**src/rtl/rib_slow_bridge.sv**
```systemverilog
// rib_slow_bridge
//   Sits between the core data port (same-cycle request, combinational read
//   data) and a slow valid/ready peripheral bus.
//
//   A request that hits the slow window is handled in three steps:
//     1. The core is stalled through hold_flag_o.
//     2. The request is registered and presented as a stable valid/ready
//        transaction on the slow bus.
//     3. The response, or ERR_DATA after a timeout, is returned in one DONE
//        cycle with the hold released.
//   Every other request passes straight to the fast bus with no added latency.
//
// Ports
//   clk, rst              clock, synchronous active-high reset
//   core_addr_i/data_i    core address / write data
//   core_req_i/we_i       core request / write enable
//   core_data_o           read data to core
//   hold_flag_o           stall request to core
//   fast_data_i           fast-bus read data (passthrough)
//   fast_req_o            fast-bus request (passthrough)
//   s_valid_o/we_o        slow transaction valid / write enable
//   s_addr_o/wdata_o      slow address / write data (registered)
//   s_ready_i/rdata_i     slow accept-complete strobe / read data
//   timeout_o             sticky timeout flag, cleared only by reset
module rib_slow_bridge #(
    parameter logic [3:0]  SLOW_BASE = 4'h3,
    parameter int          TIMEOUT   = 16,
    parameter logic [31:0] ERR_DATA  = 32'hDEAD_BEEF
) (
    input  logic        clk,
    input  logic        rst,
    input  logic [31:0] core_addr_i,
    input  logic [31:0] core_data_i,
    input  logic        core_req_i,
    input  logic        core_we_i,
    output logic [31:0] core_data_o,
    output logic        hold_flag_o,
    input  logic [31:0] fast_data_i,
    output logic        fast_req_o,
    output logic        s_valid_o,
    output logic        s_we_o,
    output logic [31:0] s_addr_o,
    output logic [31:0] s_wdata_o,
    input  logic        s_ready_i,
    input  logic [31:0] s_rdata_i,
    output logic        timeout_o
);

    localparam logic [1:0] ST_IDLE = 2'd0;
    localparam logic [1:0] ST_WAIT = 2'd1;
    localparam logic [1:0] ST_DONE = 2'd2;

    localparam logic [7:0] CNT_LAST = 8'(TIMEOUT - 1);

    logic [1:0]  state;
    logic [7:0]  cnt;
    logic [31:0] rdata_q;
    logic        hit;

    assign hit = core_req_i && (core_addr_i[31:28] == SLOW_BASE);

    // Outputs toward the core.
    // In IDLE a hit asserts hold in the same cycle, so the core never
    // consumes the passthrough data for a slow access. WAIT and DONE block
    // the fast path, so only one transaction is in flight at a time.
    always_comb begin
        hold_flag_o = 1'b0;
        fast_req_o  = 1'b0;
        core_data_o = rdata_q;
        case (state)
            ST_IDLE: begin
                hold_flag_o = hit;
                fast_req_o  = core_req_i && !hit;
                core_data_o = fast_data_i;
            end
            ST_WAIT: hold_flag_o = 1'b1;
            default: ;
        endcase
    end

    assign s_valid_o = (state == ST_WAIT);

    always_ff @(posedge clk) begin
        if (rst) begin
            state     <= ST_IDLE;
            cnt       <= 8'd0;
            rdata_q   <= 32'd0;
            timeout_o <= 1'b0;
            s_addr_o  <= 32'd0;
            s_wdata_o <= 32'd0;
            s_we_o    <= 1'b0;
        end else begin
            case (state)
                ST_IDLE: begin
                    if (hit) begin
                        s_addr_o  <= core_addr_i;
                        s_wdata_o <= core_data_i;
                        s_we_o    <= core_we_i;
                        cnt       <= 8'd0;
                        state     <= ST_WAIT;
                    end
                end
                ST_WAIT: begin
                    // A ready on the last counted cycle still completes normally.
                    // The transaction is never abandoned because core_req_i drops.
                    if (s_ready_i) begin
                        rdata_q <= s_we_o ? 32'd0 : s_rdata_i;
                        state   <= ST_DONE;
                    end else if (cnt == CNT_LAST) begin
                        rdata_q   <= ERR_DATA;
                        timeout_o <= 1'b1;
                        state     <= ST_DONE;
                    end else begin
                        cnt <= cnt + 8'd1;
                    end
                end
                // The core still shows the same request in DONE. Returning to
                // IDLE without looking at it prevents a relaunch.
                default: state <= ST_IDLE;
            endcase
        end
    end

endmodule

```
**config.mk**
```make
export PLATFORM = sky130hd
export DESIGN_NAME = rib_slow_bridge
export DESIGN_NICKNAME = d
export VERILOG_FILES = /design/src/rtl/rib_slow_bridge.sv
export SDC_FILE = /design/constraint.sdc
export NUM_CORES = 1
export LEC_CHECK = 0
export CAP_MARGIN = 20
export CORE_UTILIZATION = 36
export CTS_CLUSTER_SIZE = 28
export DETAILED_ROUTE_END_ITERATION = 10
export MAX_ROUTING_LAYER = met4
export PLACE_DENSITY_LB_ADDON = 0.1
export SLEW_MARGIN = 20
export SYNTH_ARGS = -nofsm -noshare
export SYNTH_HDL_FRONTEND = slang
export SYNTH_SLANG_ARGS = --single-unit
```
**constraint.sdc**
```tcl
create_clock -name clk -period 2 [get_ports clk]
set_clock_uncertainty 0.05 [all_clocks]
set_input_delay 0.3 -clock clk [delete_from_list [all_inputs] [get_ports clk]]
set_output_delay 0.3 -clock clk [all_outputs]
set_load 0.005 [all_outputs]
```
== Word level (Yosys, flattened, before mapping) ==
Index checks and enable logic that the tools add are counted.

* Eq/ne operators: 7
* Reduce and logical (&&, ||, !) cells: 11
* Bitwise operators: 1
* Mux-type cells: 14
* Add/subtract/negate cells: 1

{| class="wikitable"
|+ Operators by type and width
! operator !! count
|-
| 32-bit two-way mux || 4
|-
| 8-bit two-way mux || 3
|-
| 8-bit case mux with 2 select lines || 1
|-
| 8-bit by 1-bit adder with 8-bit output, second input constant || 1
|-
| 8-bit by 4-bit == test with 1-bit output, second input constant || 1
|-
| 2-bit two-way mux || 3
|-
| 2-bit != test, second input constant || 3
|-
| 2-bit AND reduction || 3
|-
| 4-bit by 2-bit == test with 1-bit output, second input constant || 1
|-
| 2-bit case mux with 2 select lines || 1
|-
| 4-bit AND reduction || 1
|-
| 2-bit nonzero test || 2
|-
| 3-bit by 1-bit != test with 1-bit output, second input constant || 1
|-
| 3-bit AND reduction || 1
|-
| 2-bit by 1-bit == test with 1-bit output, second input constant || 1
|-
| 1-bit logical AND || 2
|-
| 2-bit logical NOT || 1
|-
| 1-bit case mux with 2 select lines || 1
|-
| 1-bit logical NOT || 1
|-
| 1-bit two-way mux || 1
|-
| 1-bit inverter || 1
|}

* Input port bits: 133
* Output and inout port bits: 101
* Register bits: 108
* Word-level logic and storage cells: 41

== Longest topological paths before layout ==
Gate-level depths: netlist of run 1.

* Depth after elaboration: 5
* Depth in mapped cells: 7
* Depth with buffers taken out: 5

== Worst setup path after synthesis of run 1 ==
No wires, ideal clock.

* Path type: reg2reg
* Start point: register cnt[0]
* End point: register cnt[7]
* Setup time: 74 ps
* Data required time: 1,876 ps
* Buffers on the path: 1
* Stages on the path, launching flop included: 7
* Slack: 77 ps
* Data arrival time: 1,798 ps
* Clock period less this slack: 1,923 ps
* Cell sequence: dfxtp_1 > ha_1 > and3_1 > buf_6 > a211o_1 > or4_1 > a31oi_1

* Word-level cells in the longest chain between the ends: 4
* Elaborated cells on any way between the ends: 7
* Classes of those cells: add/sub (1); eq/ne (2); mux (3); reduce/logical (1)

{| class="wikitable"
|+ RTL lines
! element !! line !! RTL
|-
| from (decl) || 56 || <nowiki>logic [7:0] cnt;</nowiki>
|-
| from (signal assigned) || 114 || <nowiki>cnt <= cnt + 8'd1;</nowiki>
|-
| 8-bit by 1-bit adder with 8-bit output || 114 ||
|-
| 8-bit two-way mux || 109 || <nowiki>end else if (cnt == CNT_LAST) begin</nowiki>
|-
| 8-bit two-way mux || 106 || <nowiki>if (s_ready_i) begin</nowiki>
|-
| 8-bit case mux with 2 select lines || 93 || <nowiki>case (state)</nowiki>
|}

Several ways; a longest one is shown, not always the timed one. The select of a mux whose other input is x is not followed.
A chain may end at the register's enable or synchronous reset.

== Worst setup path in the final report of run 1 ==
* Start point: register state[1]
* End point: output core_data_o[22]

* Word-level cells in the longest chain between the ends: 2

{| class="wikitable"
|+ RTL lines
! element !! line !! RTL
|-
| from (decl) || 55 || <nowiki>logic [1:0] state;</nowiki>
|-
| from (signal assigned) || 85 || <nowiki>state <= ST_IDLE;</nowiki>
|-
| from (signal assigned) || 100 || <nowiki>state <= ST_WAIT;</nowiki>
|-
| from (signal assigned) || 108 || <nowiki>state <= ST_DONE;</nowiki>
|-
| 2-bit logical NOT || 70 || <nowiki>case (state)</nowiki>
|-
| 32-bit two-way mux || 70 ||
|-
| to (decl) || 36 || <nowiki>output logic [31:0] core_data_o,</nowiki>
|}

No other way between the ends.

==> impl_metrics.ini, run 1 <==
[timing]
finalHoldViolations = 0
period_minus_slack_ns = 2.00
fmax_mhz = 499
worst_slew_margin_rel_pct = 65.8
setup_viol = 1
rsz0062_at_grt = yes
timing.final.max_slew_violations = 0
worst_pin_slew_ns = 0.513
setup_slack_ns = -0.00460
finalCritPeriodShare_pct = 100

[clock_tree]
tritoncts = built
numCtsBuffers = 9
clk_latency_ns = 0.35
h-tree-depth = 3
hold_buffers = 0
clk_pin_slew_ns = 0.07
cts_sinks = 108
cts_root_buf = clkbuf_16
cts_buffer_depth = 2

[logic_synthesis]
synth_ff_type = dfxtp_1
yosysTopAreaCell = dfxtp_1
synthTopCellsByCount = 134 x nand2_1, 108 x dfxtp_1, 99 x a21oi_1
synthTopCellsByArea = dfxtp_1 49%, nand2_1 11%, a21oi_1 11%
synth.most_common_cell = nand2_1
yosys_warnings = 0
ys_seq_area_share_pct = 49.2
avgSynthCellArea_um2 = 8.46
synth_cell_types = 34
synth.ff_latch_count = 108
async_reset_ff_share_pct = 0
syn_nets = 654
syn_area_mm2 = 0.00440
synth_edf_count = 0
yosysTopAreaCellShare_pct = 49.2
syn_inst = 520

[layout]
n_antenna_cell = 0
fill_cells = 1003
final_cells = 908
drive_gt1_share_pct = 14.2
nets = 894
area_growth_pct = 70.1

[floorplan]
core_area_mm2 = 0.0117
num_rows = 39
die_h_um = 113
dieArea_mm2 = 0.0127
start_util_pct = 37.7
fp.dieW_um = 113
io-pin-count = 234

[pwr]
pwr-share-clk_pct = 42.3
finalPower_mw = 4.77
swShare_pct = 20.7
p_leak_nw = 2.81
p_sw_mw = 0.988
pwr_density_cell_mw_per_mm2 = 638
power_frac_comb_pct = 12.0
seq_power_share_pct = 45.7
power.internal_mw = 3.79
ir_drop_uv = 721

[global_route]
grt_start_max_net_pins = 53
first_global_vias = 4399
grt-ovfl-total = 0
antenna_found_initial = 0
grt_use_total_pct = 22.4
grt_pass1_wl_mm = 21.7

[place]
gp_congestion = 0.830
dp_cells = 881
dp_hpwl_mm = 9.40
port_buffers = 233

[routing]
via_per_inst = 4.91
drc = 0
wl_mm = 13.6
vias = 4455
dr.first_iter.drc_count = 171
wl_per_cell_um = 15.0
ant_nets = 0
drt_pass1_iterations = 6

[critical_path]
r2r_cells = 5
startpoint_type = flip-flop
rrSetupSlack_ns = 0.17
end_kind = output pin
cp.arrival_ns = 1.65
path_class = flip-flop to output pin
worstPathRequired_ns = 1.65
cp_max_fo = 5

[worst_hold_path]
hold_class = input pin to flip-flop
hold_path_depth = 2

[outcome]
status = finished with violations
violations = setup timing

[run]
cap_violations = 0
-- logic make-up (layout without fill, tap and decap cells) --
family	Yosys count	after routing	synth area share (%)
compound gates	145	145	18.8
fa+ha+maj	1	1	0.285
buf+inv	40	285	3.81
flops	108	108	49.2
mux	34	34	8.65
simple gates	192	192	19.3
-- power groups by stage --
| stage | logic, mW | clock network, mW | registers [mW] |
|---|---|---|---|
| finish | 0.572 | 2.02 | 2.18 |
| global route | 0.618 | 2.16 | 2.19 |
| CTS | 0.563 | 2.07 | 2.18 |
| detailed placement | 0.573 | 0 | 2.23 |
| global placement | 0.566 | 0 | 2.23 |
| floorplan | 0.153 | 0 | 2.23 |
-- registers in the layout, indices dropped and copies added, names as in the netlist --
register / count
timeout_o: 1
rdata_q: 32
state: 2
s_wdata_o: 32
s_addr_o: 32
cnt: 8
s_we_o: 1
-- path summary, 6_finish.rpt --
kind                                        end         start
worst max-delay path            core_data_o[22]      state[1]
worst min register to register     s_addr_o[22]  s_addr_o[22]
worst min-delay path               s_addr_o[28]           rst
worst max register to register           cnt[7]        cnt[0]
-- through the flow --
| step | utilization (%) | setup TNS, ns | hold WS, ns | setup WS [ns] | area (um2) |
|---|---|---|---|---|---|
| floorplan | - | 0 | 0.386 | 0.0772 | 4400 |
| global placement | 60.0 | -3.30 | 0.391 | -0.163 | 7000 |
| detailed placement | 60.0 | -4.82 | 0.396 | -0.147 | 7000 |
| CTS | 63.7 | -0.891 | 0.340 | -0.108 | 7430 |
| global route | 64.1 | -0.330 | 0.364 | -0.0549 | 7480 |
| finish | 64.1 | -0.00460 | 0.342 | -0.00460 | 7480 |
-- cell usage in the layout (no fill, tap or decap), drive strengths merged --
master / n
clkdlybuf4s50: 197
nand2: 134
dfxtp: 108
a21oi: 100
buf: 42
mux2: 32
nand2b: 27
o21a: 26
clkbuf: 20
clkdlybuf4s15: 16
nor2: 11
o21ai: 8
nand3: 6
nor3b: 3
clkinvlp: 3
bufinv: 3
dlygate4sd2: 3
and3: 3
mux2i: 2
o32ai: 2
a211oi: 2
a31oi: 2
inv: 1
nor4bb: 1
nor4: 1
a211o: 1
a21boi: 1
a311oi: 1
nand4b: 1
o31ai: 1
and3b: 1
nor2b: 1
nor3: 1
nand4: 1
o211ai: 1
or4: 1
ha: 1
-- layout make-up --
cell class | count | area (um2) | share of cell area [%]
Inverter | 1 | 3.75 | 0.0502
Multi-Input combinational cell | 372 | 2120 | 28.4
Tap cell | 143 | 179 | 2.39
Timing Repair Buffer | 268 | 2670 | 35.7
Clock inverter | 6 | 113 | 1.51
Sequential cell | 108 | 2160 | 28.9
Clock buffer | 10 | 229 | 3.06
-- layer usage --
layer | vias to the layer above | part of all wire [%] | GRT usage, %
li1 | 2238 | - | -
met1 | 2056 | 44 | 26.8
met2 | 147 | 48 | 36.4
met3 | 14 | 6.5 | 5.02
met4 | 0 | 1.9 | 9.24
met5 | - | 0 | -
-- critical path, cell delays in order, from the launching register on --
cell and delay [ns]:
dfxtp_2 0.33, nor2_4 0.12, buf_6 0.11, buf_6 0.11
clkbuf_16 0.14, buf_6 0.09, mux2_4 0.29, buf_6 0.12
-- repair_timing --
item	in CTS	in global routing
resized for setup	83	34
setup endpoints to repair	35	31
setup buffers	5	4
cloned	2	1
pin swaps	2	1
No activity file was read; power rests on OpenSTA's default activity.
==> run 2: changes to the inputs <==
PLACE_DENSITY = 0.78   (was not set)
PLACE_DENSITY_LB_ADDON = not set   (was 0.1)
==> impl_metrics.ini, run 2 (same netlist as run 1, synthesis figures left out) <==
[critical_path]
slowest_stage = dfxtp_2
end_kind = output pin
worstPathRequired_ns = 1.65
path_class = flip-flop to output pin
path_cells = nor2_4 > buf_6 > buf_16 > buf_12 > buf_8 > buf_6 > mux2_4 > buf_6
rrSetupSlack_ns = 0.01
timing.rr.start = state[1]
timing.critical_path.mode_cell = buf_6
cp_num_buf_inv = 6
cp.arrival_ns = 1.77
crit_path_max_incr_delay_ns = 0.34
path_delay_family = buffers and inverters
cp_max_fo = 4
startpoint = state[1]
startpoint_type = flip-flop

[timing]
period_minus_slack_ns = 2.12
setup_slack_ns = -0.119
fin_setup_tns_ns = -0.801
timing.final.max_slew_violations = 0
finalHoldViolations = 0
worst_pin_slew_ns = 0.525
worst_slew_margin_rel_pct = 65.0
fmax_mhz = 472
setup_viol = 16
finalCritPeriodShare_pct = 106
rsz0062_at_grt = yes

[layout]
area_growth_pct = 76.4
fill_cells = 933
final_util_pct = 66.5
final_common_cell = clkdlybuf4s50_1
drive_gt1_share_pct = 19.0
final_area_mm2 = 0.00776
top_regs = rdata_q: 32 flops, s_addr_o: 32 flops, s_wdata_o: 32 flops
nets = 903
n_antenna_cell = 0
most-common-layout-cells = 196 x clkdlybuf4s50_1, 132 x nand2_1, 106 x dfxtp_1

[floorplan]
fp.dieW_um = 113
dieArea_mm2 = 0.0127
num_rows = 39
core_area_mm2 = 0.0117
die_h_um = 113
start_util_pct = 37.7
io-pin-count = 234

[clock_tree]
cts_buffer_depth = 2
cts_sinks = 108
h-tree-depth = 3
numCtsBuffers = 9
hold_buffers = 0
cts_root_buf = clkbuf_16
clk_latency_ns = 0.34
tritoncts = built
clk_pin_slew_ns = 0.07

[place]
port_buffers = 233
gp_congestion = 0.775
dp_hpwl_mm = 10.0
place_area_mm2 = 0.00697
pre_cts_ws_ns = -0.157

[routing]
wl_per_cell_um = 16.1
drc = 0
drt_pass1_iterations = 4
dr.first_iter.drc_count = 221
ant_nets = 0
vias = 4639
wl_mm = 14.7
via_per_inst = 5.06

[worst_hold_path]
hp-start = rst
hold_class = input pin to flip-flop

[global_route]
grt_use_total_pct = 23.1
grt-ovfl-total = 0
antenna_found_initial = 0
grt_start_max_net_pins = 59
grt_pass1_wl_mm = 22.6
first_global_vias = 4660

[outcome]
status = finished with violations
violations = setup timing

[run]
cap_violations = 0

[pwr]
pwr_density_cell_mw_per_mm2 = 637
ir_drop_uv = 435
p_leak_nw = 2.97
-- run 2: layout make-up --
class / count / area [um2] / area share (%)
flip-flops and latches: 108 / 2160 / 27.9
inverters: 1 / 3.75 / 0.0484
repair buffers: 277 / 2780 / 35.9
multi-input cells: 372 / 2250 / 29.0
clock buffers: 10 / 239 / 3.08
clock inverters: 6 / 135 / 1.74
well taps: 143 / 179 / 2.31
-- run 2: stage by stage --
step	instances	hold slack, ns	total power, mW
2_1_floorplan	520	0.386	2.39
3_3_place_gp	878	0.392	2.80
3_5_place_dp	878	0.398	2.81
4_1_cts	911	0.266	4.97
5_1_grt	917	0.294	5.13
6_report	917	0.274	4.94
-- run 2: repair_timing --
item | CTS | global route
resized for setup | 99 | 68
setup endpoints to repair | 35 | 34
gates cloned | 3 | 1
buffers inserted | 14 | 7
pin swaps | 3 | 2
-- run 2: final timing paths --
check	end	cells after the start
setup reg to reg	s_addr_o[9]	11
hold / removal	timeout_o	2
setup / recovery	core_data_o[30]	8
hold reg to reg	s_addr_o[1]	2
-- run 2: metal layers --
metal | global-route usage, % | share of wire, %
met1 | 25.9 | 40
met2 | 40.7 | 51
met3 | 5.62 | 7.1
met4 | 6.67 | 1.8
met5 | - | 0
-- run 2: where the power goes --
part	internal [mW]	leakage, nW	total (mW)	switching (mW)
sequential	2.17	0.872	2.18	0.0126
clock	1.38	0.175	2.16	0.771
combinational	0.405	1.92	0.605	0.200
total	3.96	2.97	4.94	0.984
